==> src/rtl/scan_pkg.sv <==
// Shared defaults and helpers for the scan-select counter.
package scan_pkg;

  localparam int NUM_CH_DEF = 4;
  localparam int PRE_W_DEF  = 8;

  // Index width for n channels, never narrower than one bit.
  function automatic int clog2_min1(input int n);
    return (n <= 2) ? 1 : $clog2(n);
  endfunction

endpackage

==> src/rtl/scan_next_idx.sv <==
// Circular priority search for the next enabled channel after cur (cur itself is the last candidate).
module scan_next_idx
  import scan_pkg::*;
#(
  parameter int NUM_CH = NUM_CH_DEF,
  localparam int SEL_W = clog2_min1(NUM_CH)
) (
  input  logic [SEL_W-1:0]  cur,
  input  logic [NUM_CH-1:0] ch_en,
  output logic [SEL_W-1:0]  nxt,
  output logic              any_en,
  output logic              wrapped
);

  logic [2*NUM_CH-1:0] dbl_s;
  logic [NUM_CH-1:0]   rot_s;
  logic [SEL_W:0]      shamt_s;
  logic [SEL_W:0]      off_s;
  logic [SEL_W:0]      sum_s;

  // Rotate the doubled mask so bit k means channel (cur+1+k) mod NUM_CH; lowest set bit wins.
  always_comb begin
    dbl_s   = {ch_en, ch_en};
    shamt_s = {1'b0, cur} + (SEL_W+1)'(1);
    rot_s   = NUM_CH'(dbl_s >> shamt_s);
    off_s   = {(SEL_W+1){1'b0}};
    for (int k = NUM_CH - 1; k >= 0; k--) begin
      if (rot_s[k]) begin
        off_s = (SEL_W+1)'(k);
      end else begin
        off_s = off_s;
      end
    end
    sum_s = shamt_s + off_s;
    if (sum_s >= (SEL_W+1)'(NUM_CH)) begin
      sum_s = sum_s - (SEL_W+1)'(NUM_CH);
    end else begin
      sum_s = sum_s;
    end
    any_en = |ch_en;
    if (any_en) begin
      nxt     = SEL_W'(sum_s);
      wrapped = (SEL_W'(sum_s) <= cur);
    end else begin
      nxt     = cur;
      wrapped = 1'b0;
    end
  end

endmodule

==> src/rtl/scan_sel_counter.sv <==
// Prescaled scan-select generator: steps sel over enabled channels with per-step and per-scan strobes.
module scan_sel_counter
  import scan_pkg::*;
#(
  parameter int NUM_CH     = NUM_CH_DEF,
  parameter int PRE_W      = PRE_W_DEF,
  parameter int FAST_SHIFT = 1,
  localparam int SEL_W     = clog2_min1(NUM_CH)
) (
  input  logic              clk,
  input  logic              rst,
  input  logic              pause,
  input  logic              quick,
  input  logic [NUM_CH-1:0] ch_en,
  output logic [SEL_W-1:0]  sel,
  output logic [NUM_CH-1:0] sel_onehot,
  output logic              tick,
  output logic              wrap
);

  localparam logic [PRE_W-1:0] NORM_MAX = {PRE_W{1'b1}};
  localparam logic [PRE_W-1:0] FAST_MAX = NORM_MAX >> FAST_SHIFT;

  logic [PRE_W-1:0] pre_r;
  logic [SEL_W-1:0] sel_r;
  logic             tick_r;
  logic             wrap_r;
  logic [PRE_W-1:0] lim_s;
  logic             step_s;
  logic [SEL_W-1:0] nxt_s;
  logic             any_en_s;
  logic             wrapped_s;

  scan_next_idx #(.NUM_CH(NUM_CH)) u_next (
    .cur     (sel_r),
    .ch_en   (ch_en),
    .nxt     (nxt_s),
    .any_en  (any_en_s),
    .wrapped (wrapped_s)
  );

  // Step decode; >= lets a quick switch with pre already past the short limit step at once.
  always_comb begin
    lim_s  = quick ? FAST_MAX : NORM_MAX;
    step_s = (pre_r >= lim_s);
  end

  // Prescaler, channel index and strobes; pause freezes state and suppresses strobes.
  always_ff @(posedge clk or posedge rst) begin
    if (rst) begin
      pre_r  <= {PRE_W{1'b0}};
      sel_r  <= {SEL_W{1'b0}};
      tick_r <= 1'b0;
      wrap_r <= 1'b0;
    end else if (pause) begin
      tick_r <= 1'b0;
      wrap_r <= 1'b0;
    end else if (step_s) begin
      pre_r  <= {PRE_W{1'b0}};
      sel_r  <= nxt_s;
      tick_r <= 1'b1;
      wrap_r <= wrapped_s & any_en_s;
    end else begin
      pre_r  <= pre_r + PRE_W'(1);
      tick_r <= 1'b0;
      wrap_r <= 1'b0;
    end
  end

  // One-hot select gated live by ch_en so a just-disabled channel goes dark at once.
  always_comb begin
    sel_onehot        = {NUM_CH{1'b0}};
    sel_onehot[sel_r] = ch_en[sel_r];
  end

  assign sel  = sel_r;
  assign tick = tick_r;
  assign wrap = wrap_r;

endmodule

==> config.mk <==
export PLATFORM = sky130hd
export DESIGN_NAME = scan_sel_counter
export DESIGN_NICKNAME = d
export VERILOG_FILES = /design/src/rtl/scan_pkg.sv /design/src/rtl/scan_next_idx.sv /design/src/rtl/scan_sel_counter.sv
export SDC_FILE = /design/constraint.sdc
export NUM_CORES = 1
export LEC_CHECK = 0
export ABC_AREA = 1
export BUFFER_PORTS_ARGS = -buffer_cell sky130_fd_sc_hd__buf_2
export CORE_UTILIZATION = 59
export DETAILED_ROUTE_END_ITERATION = 10
export MAX_ROUTING_LAYER = met4
export PLACE_DENSITY = 0.8
export SKIP_CTS_REPAIR_TIMING = 1
export SLEW_MARGIN = 20
export SYNTH_ARGS = -nofsm -noshare
export SYNTH_HDL_FRONTEND = slang
export SYNTH_HIERARCHICAL = 1
export SYNTH_SLANG_ARGS = --single-unit
==> constraint.sdc <==
create_clock -name clk -period 5.4 [get_ports clk]
set_clock_uncertainty 0.05 [all_clocks]
set_input_delay 0.54 -clock clk [delete_from_list [all_inputs] [get_ports clk]]
set_output_delay 0.54 -clock clk [all_outputs]
set_load 0.05 [all_outputs]
==> impl_metrics.yaml <==
status:
  status: "finished, final reports clean"
die:
  dieHeight_um: 43.1
  io_pins: 16
  die_x_um: 43.1
  rows: 14
  dieArea_um2: 1860
  initial_core_util: 0.647
  design.core.area_um2: 1540
power:
  p_switching_w: 0.000333
  intPower_w: 0.000298
  vdd_ir_drop_max_mv: 0.393
  combPwrFrac: 0.622
  p_leak_nw: 0.609
  pwr-share-seq: 0.261
  clkPwrFrac: 0.117
  switching_share: 0.527
  total_power_w: 0.000631
  powerDensity_nw_per_um2: 577
clock_network:
  cts_buffer_depth: 2
  cts_tree: "yes"
  cts_sinks: 12
  insertion_delay_ps: 280
  cts_buffers: 3
  path_clk_slew_ps: 90
  cts-root-buf: "clkbuf_4"
  h-tree-depth: 1
setup_path:
  rr_endpoint: "wrap"
  start_kind: "flip-flop"
  crit_fanout: 15
  slowest_delay_ps: 670
  worstReg2RegStart: "sel[0]"
  cp-end-kind: "flip-flop"
  crit_top_cell: "nand2_1"
  timing.critical_path.slowest_stage_cell: "dfrtp_1"
  rrSetupSlack_ps: 2600
  worstRegToRegCells: 19
  path_cells: "inv_6 > nand2_2 > nand3_1 > nand2_1 > nand3_1 > nand2_1 > nand2_1 > ha_1 > xnor2_1 > nand3_2 > nand2_1 > inv_1 > ha_1 > inv_1 > a21oi_1 > o21ai_0 > a21oi_1 > nand2_1 > nor2_1"
  critPathArrivalTime_ps: 2950
  worstSetupPathType: "flip-flop to flip-flop"
  cp_num_buf_inv: 3
  critical-path-top-delay-family: "simple AND/OR/NAND/NOR gates"
  critical_path_required_ps: 5550
detailed_routing:
  drcViolationCount: 0
  dr_total_vias: 902
  dr.pass1.iters: 4
  viasPerCell: 5.34
  drt_iter0_drc: 19
  drt_wl_total_um: 1910
  postRouteAntennaNets: 0
  avgRoutedWirePerCell_um: 11.3
finish:
  fin_nets: 167
  drive_above_1_share: 0.288
  area_delta_synth_final_pct: 9.79
  fin_util: 0.710
  final_common_cell: "nand2_1"
  diodes: 0
  layout_common_cells: "36 x nand2_1, 15 x inv_1, 15 x buf_2"
  layoutNonFillerInstCount: 169
global_routing:
  globalRouteOverflowTotal: 0
  grt_pass1_wl_um: 3430
  grt_pass1_vias: 816
  antenna_found_initial: 0
  grt_max_degree: 16
  track_usage: 0.246
synth:
  yosys-top-cells-area: "dfrtp_1 30%, nand2_1 14%, nand2_2 7.5%"
  ys_types: 24
  synth_top_area_cell: "dfrtp_1"
  synthCells: 137
  synth_enable_flop_cells: 0
  synth-main-ff-cell: "dfrtp_1"
  ys.warnings.count: 6
  yosysSeqAreaShare: 0.301
  syn-cell-area_um2: 997
  ys_ff_latch: 12
  syn-num-nets: 150
  yosysTopAreaCellShare: 0.301
  async_reset_ff_frac: 1.00
  syn-mean-instance-area_um2: 7.28
timing:
  max_freq_ghz: 0.358
  maxSlewViolCount: 0
  hold_viol_final: 0
  final.min_clock_period_ps: 2800
  period_share: 0.518
  rsz0062_at_grt: "false"
  setup-tns-final_ps: 0
  setup_violations: 0
  max_slew_margin: 0.658
  tightest_slew_ps: 513
  fin_ws_ps: 2600
placement:
  place_inst: 165
  pre_cts_ws_ps: 2650
  gp_congestion: 0.857
  dp_hpwl_um: 1510
  io_buffers: 15
job:
  cap_violations: 0
hold_path:
  worstHoldPathType: "primary input to async pin"
## how the worst max path moves through the flow
stage	end	slack, ps	startpoint	cells past startpoint
final	wrap	2600	sel[0]	19
after global routing	wrap	2330	sel[0]	19
after global placement	wrap	2730	ch_en[0]	19
after floorplan	wrap	2650	sel[0]	20
after CTS	wrap	2630	sel[0]	19
after detailed placement	wrap	2650	sel[0]	19
## power by group through the flow
stage               combinational, W   clock, W  sequential [W]
global route                0.000438  0.0000791        0.000169
detailed placement          0.000391          0        0.000166
floorplan                   0.000325          0        0.000173
global placement            0.000376          0        0.000163
CTS                         0.000394  0.0000746        0.000164
finish                      0.000393  0.0000737        0.000165
## final cells by class
type	count	area [um2]
multi-input cells	103	581
fillers	139	447
flip-flops and latches	12	300
inverters	19	82.6
repair buffers	15	75.1
clock buffers	4	36.3
well taps	16	20.0
## Yosys cell counts, types with 2 or more instances
cell,instances
xnor2_1,2
nand2_4,2
and3_1,2
ha_1,5
nand2_2,12
a21oi_1,2
nor2_1,12
xor2_1,2
nand2_1,36
nand3_2,5
dfrtp_1,12
inv_1,15
buf_6,3
nand3_1,11
nand4_1,4
o21ai_0,4
## metrics by stage
stage | cell area, um2 | hold WS, ps
floorplan | 997 | 355
global placement | 1060 | 469
detailed placement | 1060 | 495
CTS | 1090 | 219
global route | 1090 | 256
finish | 1090 | 196
## flip-flops by register name (all words and copies together), names as in the netlist
signal	flops
pre_r	8
sel	2
tick	1
wrap	1
## worst register-to-register path, stage by stage (launching register included)
cell	delay [ps]
dfrtp_1	670
inv_6	80
nand2_2	80
nand3_1	60
nand2_1	130
nand3_1	70
nand2_1	60
nand2_1	70
ha_1	190
xnor2_1	210
nand3_2	120
nand2_1	80
inv_1	40
ha_1	260
inv_1	50
a21oi_1	100
o21ai_0	90
a21oi_1	150
nand2_1	70
nor2_1	100
## layer usage
layer  track usage  part of all wire  vias up
li1              -                 -      464
met1         0.369              0.52      410
met2         0.343              0.43       26
met3        0.0553             0.045        2
met4        0.0485            0.0052        0
met5             -                 0        -
## kinds of logic after synthesis
logic type      synth area share
xor+xnor                  0.0351
flops                      0.301
fa+ha+maj                 0.0627
compound gates            0.0376
buf+inv                    0.117
simple gates               0.447
Power figures use the tool's default switching activity.
